==> config.mk <==
export PLATFORM = sky130hd
export DESIGN_NAME = fetch_prefetch_buf_flat
export DESIGN_NICKNAME = d
export VERILOG_FILES = /design/src/rtl/fetch_pkg.sv /design/src/rtl/fetch_prefetch_buf_if.sv /design/src/rtl/fetch_fifo.sv /design/src/rtl/fetch_prefetch_buf.sv /design/src/flat_wrapper.sv
export SDC_FILE = /design/constraint.sdc
export NUM_CORES = 1
export LEC_CHECK = 0
export ABC_AREA = 1
export BUFFER_PORTS_ARGS = -buffer_cell sky130_fd_sc_hd__buf_4
export CAP_MARGIN = 10
export CORE_ASPECT_RATIO = 0.5
export CORE_MARGIN = 2
export CORE_UTILIZATION = 58
export DETAILED_ROUTE_END_ITERATION = 10
export GPL_ROUTABILITY_DRIVEN = 0
export PLACE_DENSITY = 0.8
export REMOVE_ABC_BUFFERS = 1
export SLEW_MARGIN = 20
export SYNTH_ARGS = -nofsm -noshare
export SYNTH_HDL_FRONTEND = slang
export SYNTH_SLANG_ARGS = --single-unit
==> constraint.sdc <==
create_clock -name clk -period 3.7 [get_ports clk]
set_clock_uncertainty 0.15 [all_clocks]
set_input_delay 0.185 -clock clk [delete_from_list [all_inputs] [get_ports clk]]
set_output_delay 0.185 -clock clk [all_outputs]
set_load 0.01 [all_outputs]
==> src/rtl/fetch_pkg.sv <==
// Shared definitions for the fetch front end: NOP encoding, PC step and FSM states.
package fetch_pkg;

  // Instruction shown to decode whenever the buffer has nothing valid to offer.
  localparam logic [15:0] NOP_INST = 16'h0800;

  // Fixed instruction size in address units.
  localparam int PC_INC = 2;

  typedef enum logic [1:0] {
    ST_IDLE = 2'd0,
    ST_WAIT = 2'd1,
    ST_DROP = 2'd2,
    ST_ERR  = 2'd3
  } fetch_state_e;

endpackage

==> src/rtl/fetch_prefetch_buf_if.sv <==
// Instruction-memory read port plus the decode-side valid/ready handshake.
interface fetch_prefetch_buf_if #(
  parameter int WIDTH = 16
);

  logic [WIDTH-1:0] imem_addr;
  logic             imem_rd;
  logic [WIDTH-1:0] imem_rdata;
  logic             imem_done;
  logic             imem_err;

  logic             deq_valid;
  logic             deq_ready;
  logic [WIDTH-1:0] deq_inst;
  logic [WIDTH-1:0] deq_inc_pc;

  // Fetch unit side: drives the read request and the decode-facing head entry.
  modport master (
    output imem_addr, imem_rd, deq_valid, deq_inst, deq_inc_pc,
    input  imem_rdata, imem_done, imem_err, deq_ready
  );

  // Environment side: memory responder and decode consumer.
  modport slave (
    input  imem_addr, imem_rd, deq_valid, deq_inst, deq_inc_pc,
    output imem_rdata, imem_done, imem_err, deq_ready
  );

endinterface

==> src/rtl/fetch_fifo.sv <==
// Small register FIFO holding {instruction, pc+2} pairs; head is readable combinationally.
module fetch_fifo #(
  parameter int DW    = 32,
  parameter int DEPTH = 4,
  localparam int AW   = $clog2(DEPTH),
  localparam int CW   = AW + 1
) (
  input  logic          clk,
  input  logic          rst,
  input  logic          flush,
  input  logic          push,
  input  logic [DW-1:0] push_data,
  input  logic          pop,
  output logic [DW-1:0] head_data,
  output logic [CW-1:0] count
);

  logic [DW-1:0] mem_q [DEPTH];
  logic [AW-1:0] wr_ptr_q, wr_ptr_d;
  logic [AW-1:0] rd_ptr_q, rd_ptr_d;
  logic [CW-1:0] count_q, count_d;

  // Pointer/count next state; a flush wins over any push or pop in the same cycle.
  always_comb begin
    wr_ptr_d = wr_ptr_q;
    rd_ptr_d = rd_ptr_q;
    count_d  = count_q;
    if (flush) begin
      wr_ptr_d = '0;
      rd_ptr_d = '0;
      count_d  = '0;
    end else begin
      if (push) wr_ptr_d = wr_ptr_q + AW'(1);
      if (pop)  rd_ptr_d = rd_ptr_q + AW'(1);
      count_d = count_q + CW'(push) - CW'(pop);
    end
  end

  // Pointer and count registers.
  always_ff @(posedge clk or negedge rst) begin
    if (!rst) begin
      wr_ptr_q <= '0;
      rd_ptr_q <= '0;
      count_q  <= '0;
    end else begin
      wr_ptr_q <= wr_ptr_d;
      rd_ptr_q <= rd_ptr_d;
      count_q  <= count_d;
    end
  end

  // Entry storage; contents need no reset because count gates validity.
  always_ff @(posedge clk) begin
    if (push && !flush) mem_q[wr_ptr_q] <= push_data;
  end

  assign head_data = mem_q[rd_ptr_q];
  assign count     = count_q;

endmodule

==> src/rtl/fetch_prefetch_buf.sv <==
// Fetch front end: owns the PC, issues instruction reads, buffers results for decode.
module fetch_prefetch_buf
  import fetch_pkg::*;
#(
  parameter int               WIDTH    = 16,
  parameter int               DEPTH    = 4,
  parameter logic [WIDTH-1:0] RESET_PC = '0,
  parameter logic [WIDTH-1:0] NOP      = WIDTH'(NOP_INST),
  localparam int              CW       = $clog2(DEPTH) + 1
) (
  input  logic               clk,
  input  logic               rst,
  input  logic               redirect,
  input  logic [WIDTH-1:0]   redirect_pc,
  input  logic               halt,
  fetch_prefetch_buf_if.master bus,
  output logic [CW-1:0]      occupancy,
  output logic               err
);

  fetch_state_e     state_q, state_d;
  logic [WIDTH-1:0] fetch_pc_q, fetch_pc_d;
  logic [WIDTH-1:0] drop_addr_q, drop_addr_d;

  logic             redirect_eff;
  logic             credit;
  logic             push;
  logic             pop;
  logic             deq_valid;
  logic             rd;
  logic [WIDTH-1:0] addr;
  logic [CW-1:0]    count;
  logic [CW:0]      count_after;
  logic [2*WIDTH-1:0] head_data;

  // Once in ERR the unit is frozen, so redirects no longer flush or retarget.
  assign redirect_eff = redirect && (state_q != ST_ERR);
  assign credit       = count < CW'(DEPTH);
  assign deq_valid    = (count != '0) && !redirect_eff;
  assign pop          = deq_valid && bus.deq_ready;
  assign count_after  = {1'b0, count} + (CW+1)'(1) - (CW+1)'(pop);

  // Next-state, PC update and read-port outputs.
  always_comb begin
    state_d     = state_q;
    fetch_pc_d  = fetch_pc_q;
    drop_addr_d = drop_addr_q;
    push        = 1'b0;
    rd          = 1'b0;
    addr        = fetch_pc_q;
    unique case (state_q)
      ST_IDLE: begin
        if (redirect_eff) begin
          fetch_pc_d = redirect_pc;
          // Buffer is emptied this edge, so credit is guaranteed.
          state_d    = halt ? ST_IDLE : ST_WAIT;
        end else if (credit && !halt) begin
          state_d = ST_WAIT;
        end
      end
      ST_WAIT: begin
        rd = 1'b1;
        if (redirect_eff) begin
          fetch_pc_d = redirect_pc;
          if (bus.imem_done) begin
            state_d = ST_IDLE;
          end else begin
            // Keep the request address stable while the stale read finishes.
            drop_addr_d = fetch_pc_q;
            state_d     = ST_DROP;
          end
        end else if (bus.imem_done) begin
          if (bus.imem_err) begin
            state_d = ST_ERR;
          end else begin
            push       = 1'b1;
            fetch_pc_d = fetch_pc_q + WIDTH'(PC_INC);
            state_d    = ((count_after < (CW+1)'(DEPTH)) && !halt) ? ST_WAIT : ST_IDLE;
          end
        end
      end
      ST_DROP: begin
        rd   = 1'b1;
        addr = drop_addr_q;
        if (redirect_eff) fetch_pc_d = redirect_pc;
        if (bus.imem_done) state_d = ST_IDLE;
      end
      ST_ERR: begin
        state_d = ST_ERR;
      end
      default: state_d = ST_IDLE;
    endcase
  end

  // FSM state, fetch PC and held drop address.
  always_ff @(posedge clk or negedge rst) begin
    if (!rst) begin
      state_q     <= ST_IDLE;
      fetch_pc_q  <= RESET_PC;
      drop_addr_q <= RESET_PC;
    end else begin
      state_q     <= state_d;
      fetch_pc_q  <= fetch_pc_d;
      drop_addr_q <= drop_addr_d;
    end
  end

  fetch_fifo #(
    .DW   (2*WIDTH),
    .DEPTH(DEPTH)
  ) u_fifo (
    .clk      (clk),
    .rst      (rst),
    .flush    (redirect_eff),
    .push     (push),
    .push_data({bus.imem_rdata, fetch_pc_q + WIDTH'(PC_INC)}),
    .pop      (pop),
    .head_data(head_data),
    .count    (count)
  );

  assign bus.imem_rd    = rd;
  assign bus.imem_addr  = addr;
  assign bus.deq_valid  = deq_valid;
  assign bus.deq_inst   = deq_valid ? head_data[2*WIDTH-1:WIDTH] : NOP;
  assign bus.deq_inc_pc = head_data[WIDTH-1:0];
  assign occupancy      = count;
  assign err            = (state_q == ST_ERR);

endmodule

==> src/flat_wrapper.sv <==
// flat-port wrapper written by rule: the top's interface ports become plain ports
module fetch_prefetch_buf_flat import fetch_pkg::*;
#(
  parameter int               WIDTH    = 16,
  parameter int               DEPTH    = 4,
  parameter logic [WIDTH-1:0] RESET_PC = '0,
  parameter logic [WIDTH-1:0] NOP      = WIDTH'(NOP_INST),
  localparam int              CW       = $clog2(DEPTH) + 1
)
  (clk, rst, redirect, redirect_pc, halt, occupancy, err, bus_imem_addr, bus_imem_rd, bus_deq_valid, bus_deq_inst, bus_deq_inc_pc, bus_imem_rdata, bus_imem_done, bus_imem_err, bus_deq_ready);
  fetch_prefetch_buf_if #(.WIDTH(WIDTH)) bus_i ();
  input  logic clk;
  input  logic rst;
  input  logic redirect;
  input  logic [WIDTH-1:0] redirect_pc;
  input  logic halt;
  output logic [CW-1:0] occupancy;
  output logic err;
  output wire logic [$bits(bus_i.imem_addr)-1:0] bus_imem_addr;
  output wire logic [$bits(bus_i.imem_rd)-1:0] bus_imem_rd;
  output wire logic [$bits(bus_i.deq_valid)-1:0] bus_deq_valid;
  output wire logic [$bits(bus_i.deq_inst)-1:0] bus_deq_inst;
  output wire logic [$bits(bus_i.deq_inc_pc)-1:0] bus_deq_inc_pc;
  input wire logic [$bits(bus_i.imem_rdata)-1:0] bus_imem_rdata;
  input wire logic [$bits(bus_i.imem_done)-1:0] bus_imem_done;
  input wire logic [$bits(bus_i.imem_err)-1:0] bus_imem_err;
  input wire logic [$bits(bus_i.deq_ready)-1:0] bus_deq_ready;
  assign bus_imem_addr = bus_i.imem_addr;
  assign bus_imem_rd = bus_i.imem_rd;
  assign bus_deq_valid = bus_i.deq_valid;
  assign bus_deq_inst = bus_i.deq_inst;
  assign bus_deq_inc_pc = bus_i.deq_inc_pc;
  assign bus_i.imem_rdata = bus_imem_rdata;
  assign bus_i.imem_done = bus_imem_done;
  assign bus_i.imem_err = bus_imem_err;
  assign bus_i.deq_ready = bus_deq_ready;
  fetch_prefetch_buf #(.WIDTH(WIDTH), .DEPTH(DEPTH), .RESET_PC(RESET_PC), .NOP(NOP)) u_core (.clk(clk), .rst(rst), .redirect(redirect), .redirect_pc(redirect_pc), .halt(halt), .bus(bus_i), .occupancy(occupancy), .err(err));
endmodule
==> impl_metrics.py <==
metrics = {
    "detailed_routing": {
        "wl_um": 16390,
        "drt_iter0_drc": 488,
        "vias_per_cell": 5.475,
        "wl_per_cell_um": 16.47,
        "drtAntennaViolNets": 0,
        "vias": 5448,
        "dr.pass1.iters": 5,
        "drc": 0,
    },
    "sta": {
        "setup_viol": 0,
        "fin_crit_ns": 2.859,
        "worstMarginPinSlew_ns": 0.9884,
        "relSlewSlack_pct": 34.01,
        "rsz0062_at_grt": "false",
        "finalHoldViolations": 0,
        "finalSetupTns_ns": 0,
        "slew_viol_final": 0,
        "max_freq_mhz": 349.7,
        "fin_crit_sh_pct": 77.28,
    },
    "setup_path": {
        "cp_cell_sequence": "ha_1 > nor2_4 > nor2_4 > nand2_1 > ha_1 > inv_1 > ha_1 > inv_1 > fa_1 > o21ai_0 > a21oi_1",
        "critPathKind": "flip-flop to flip-flop",
        "crit_path_top_delay_cell": "dfrtp_1",
        "startpoint_type": "flip-flop",
        "crit_path_max_incr_delay_ns": 0.45,
        "required_ns": 3.86,
        "end_kind": "flip-flop",
        "arrival_ns": 3.02,
        "crit_fanout": 8,
        "worst_path_most_repeated_cell": "ha_1",
    },
    "finish": {
        "syn2layout_area_growth_pct": 23.72,
        "diodes": 0,
        "nFillCells": 861,
        "drive_above_1_share_pct": 20.00,
        "fin_area_um2": 9181,
        "regArea_um2": 4871,
        "multi_input_area_um2": 2253,
        "stdcell_count": 995,
        "nNetsFinal": 864,
        "fin_util_pct": 72.92,
    },
    "placed_design": {
        "port_buffers": 92,
        "dp_hpwl_um": 9541,
        "place_inst": 927,
        "dpl_cell_area_um2": 8258,
    },
    "power": {
        "switching_power_mw": 2.574,
        "vdd_ir_drop_max_v": 0.0003874,
        "pwr-share-clk_pct": 24.8,
        "seqPwrFrac_pct": 38.4,
        "p_sw_share_pct": 38.00,
        "p_comb_share_pct": 36.9,
        "p_leak_nw": 3.661,
        "pwr_density_cell_nw_per_um2": 737.8,
        "internal_power_mw": 4.200,
    },
    "yosys": {
        "yosysWarningCount": 0,
        "postSynthCellCount": 688,
        "synth.avg_cell_area_um2": 10.79,
        "synth-xor-area-share_pct": 0.7081,
        "synth-seq-area-share_pct": 65.62,
        "synth_top_family_by_area": "simple AND/OR/NAND/NOR gates",
        "synthAdderAreaFrac_pct": 2.293,
        "synthMuxAreaShare_pct": 0,
        "ys_seq_elements": 169,
        "synth_compound_area_share_pct": 11.80,
        "synth_area_um2": 7421,
        "yosys.area_share.simple_pct": 15.16,
        "ys_types": 34,
    },
    "global_route": {
        "grtUsageTotal_pct": 24.79,
        "grt-ovfl-total": 0,
        "grt_max_degree": 66,
        "grt_pass1_wl_um": 25720,
        "antenna_found_initial": 0,
        "grt_pass1_vias": 5209,
    },
    "floorplan": {
        "dieWidth_um": 164.0,
        "initial_core_util_pct": 58.94,
        "pin_count": 93,
        "fp.dieH_um": 83.99,
        "core-area_um2": 12590,
        "die_area_um2": 13770,
        "rows": 29,
    },
    "clock_network": {
        "h-tree-depth": 4,
        "clkLatencyLatePin_ns": 0.43,
        "path_clk_slew_ns": 0.07,
        "cts_buffers": 17,
        "cts-root-buf": "clkbuf_16",
        "cts.sinks": 169,
        "postCtsSetupBuffers": 0,
        "cts_buffer_depth": 2,
        "cts_tree": "yes",
    },
    "hold_path": {
        "hp-class": "input pin to flip-flop",
    },
    "status": {
        "status": "complete, no violations",
    },
    "run": {
        "cap_viol_max_count": 0,
    },
}
-- cell type report --
type	count	area share, %
Clock buffer	17	4.633
Clock inverter	15	1.499
Sequential cell	169	53.05
Multi-Input combinational cell	444	24.54
Tap cell	170	2.317
Inverter	44	1.853
Timing Repair Buffer	136	12.10
-- through the flow --
step / total power, mW / hold slack, ns / setup slack [ns]
4_1_cts: 6.780 / 0.001409 / 0.8380
3_3_place_gp: 4.975 / 0.05452 / 0.9830
6_report: 6.774 / 0.01693 / 0.8407
2_1_floorplan: 4.055 / -0.2606 / 0.6377
5_1_grt: 7.164 / 0.07878 / 0.5742
3_5_place_dp: 5.061 / 0.06160 / 0.8531
-- cells in the mapped netlist, drive strengths merged --
cell | instances | share of area (%)
o22ai | 21 | 1.8
dfrtp | 41 | 14
nor2 | 134 | 7.3
edfxtp | 128 | 52
a21oi | 28 | 2.1
o311ai | 1 | 0.12
or2 | 1 | 0.084
o21ai | 112 | 7.6
clkbuf | 20 | 1.0
xor2 | 6 | 0.71
nand3b | 1 | 0.10
nand3 | 19 | 1.3
ha | 12 | 2.0
nand4 | 6 | 0.51
nand2 | 92 | 4.9
inv | 44 | 2.3
and2 | 2 | 0.17
buf | 11 | 1.1
fa | 1 | 0.27
nor3 | 7 | 0.84
a22oi | 1 | 0.17
-- power by group through the flow --
stage               clock (mW)  sequential, mW  combinational, mW
global placement             0            2.62               2.36
finish                    1.68            2.60               2.50
global route              1.76            2.63               2.78
CTS                       1.70            2.59               2.49
floorplan                    0            2.66               1.40
detailed placement           0            2.63               2.43
-- layer usage --
layer | wire (um) | global-route usage, % | up-vias
met3 | 1100 | 5.763 | 21
met2 | 7857 | 40.41 | 187
met5 | 0 | 0 | -
li1 | - | - | 2622
met1 | 7248 | 33.63 | 2618
met4 | 182 | 7.257 | 0
-- registers in the layout, summed over array words and instances, names as in the netlist --
register,flops
u_core.u_fifo.wr_ptr_q,2
u_core.u_fifo.rd_ptr_q,2
u_core.state_q,2
u_core.u_fifo.count,3
u_core.drop_addr_q,16
u_core.fetch_pc_q,16
u_core.u_fifo.mem_q,128
-- worst paths after layout --
kind                                        from  slack, ns                        end  cells after the start
min                                bus_deq_ready       0.02  u_core.u_fifo.rd_ptr_q[0]                      5
min reg2reg                u_core.drop_addr_q[7]       0.33      u_core.drop_addr_q[7]                      2
max                            u_core.state_q[0]       0.84     u_core.u_fifo.count[2]                     11
max reg2reg                    u_core.state_q[0]       0.84     u_core.u_fifo.count[2]                     11
max in group asynchronous                    rst       2.85  u_core.u_fifo.rd_ptr_q[0]                      2
min in group asynchronous                    rst       0.13          u_core.state_q[0]                      2
-- logic make-up (layout without fill, tap and decap cells) --
kind of cell,Yosys count,after routing
AND/OR/NAND/NOR,262,262
flip-flops,169,169
AO/OA/AOI/OAI,163,163
buffers and inverters,75,212
adder cells (fa/ha/maj),13,13
XOR/XNOR,6,6
-- critical path: cells and delay by family (launching register included) --
family	cells	cell delay [ns]
adder cells (fa/ha/maj)	4	1.13
AND/OR/NAND/NOR	3	0.64
flip-flops	1	0.45
AO/OA/AOI/OAI	2	0.27
buffers and inverters	2	0.11
-- what timing repair did --
action | 4_1_cts | 5_1_grt
hold endpoints to repair | 126 | 0
resized for setup | 0 | 0
hold buffers | 36 | 0
-- layout by cell type (no fill, tap or decap), types with 2 or more instances in the layout --
cell	instances
inv_6	4
clkinv_4	2
clkinv_2	2
nand2_4	2
inv_8	4
o21ai_0	107
inv_1	39
edfxtp_1	128
nor3_4	2
o21ai_1	4
and2_1	2
buf_4	100
nor2_1	121
a21oi_2	5
dlygate4sd3_1	36
clkbuf_16	17
o22ai_1	21
nand2_1	89
xor2_1	6
nand4_1	6
nand3_1	19
ha_1	12
nor2_2	6
clkinvlp_4	3
nor2_4	7
dfrtp_1	40
inv_2	4
nor3_1	4
a21oi_1	23
Note: power is estimated with default switching activity, not from simulation.
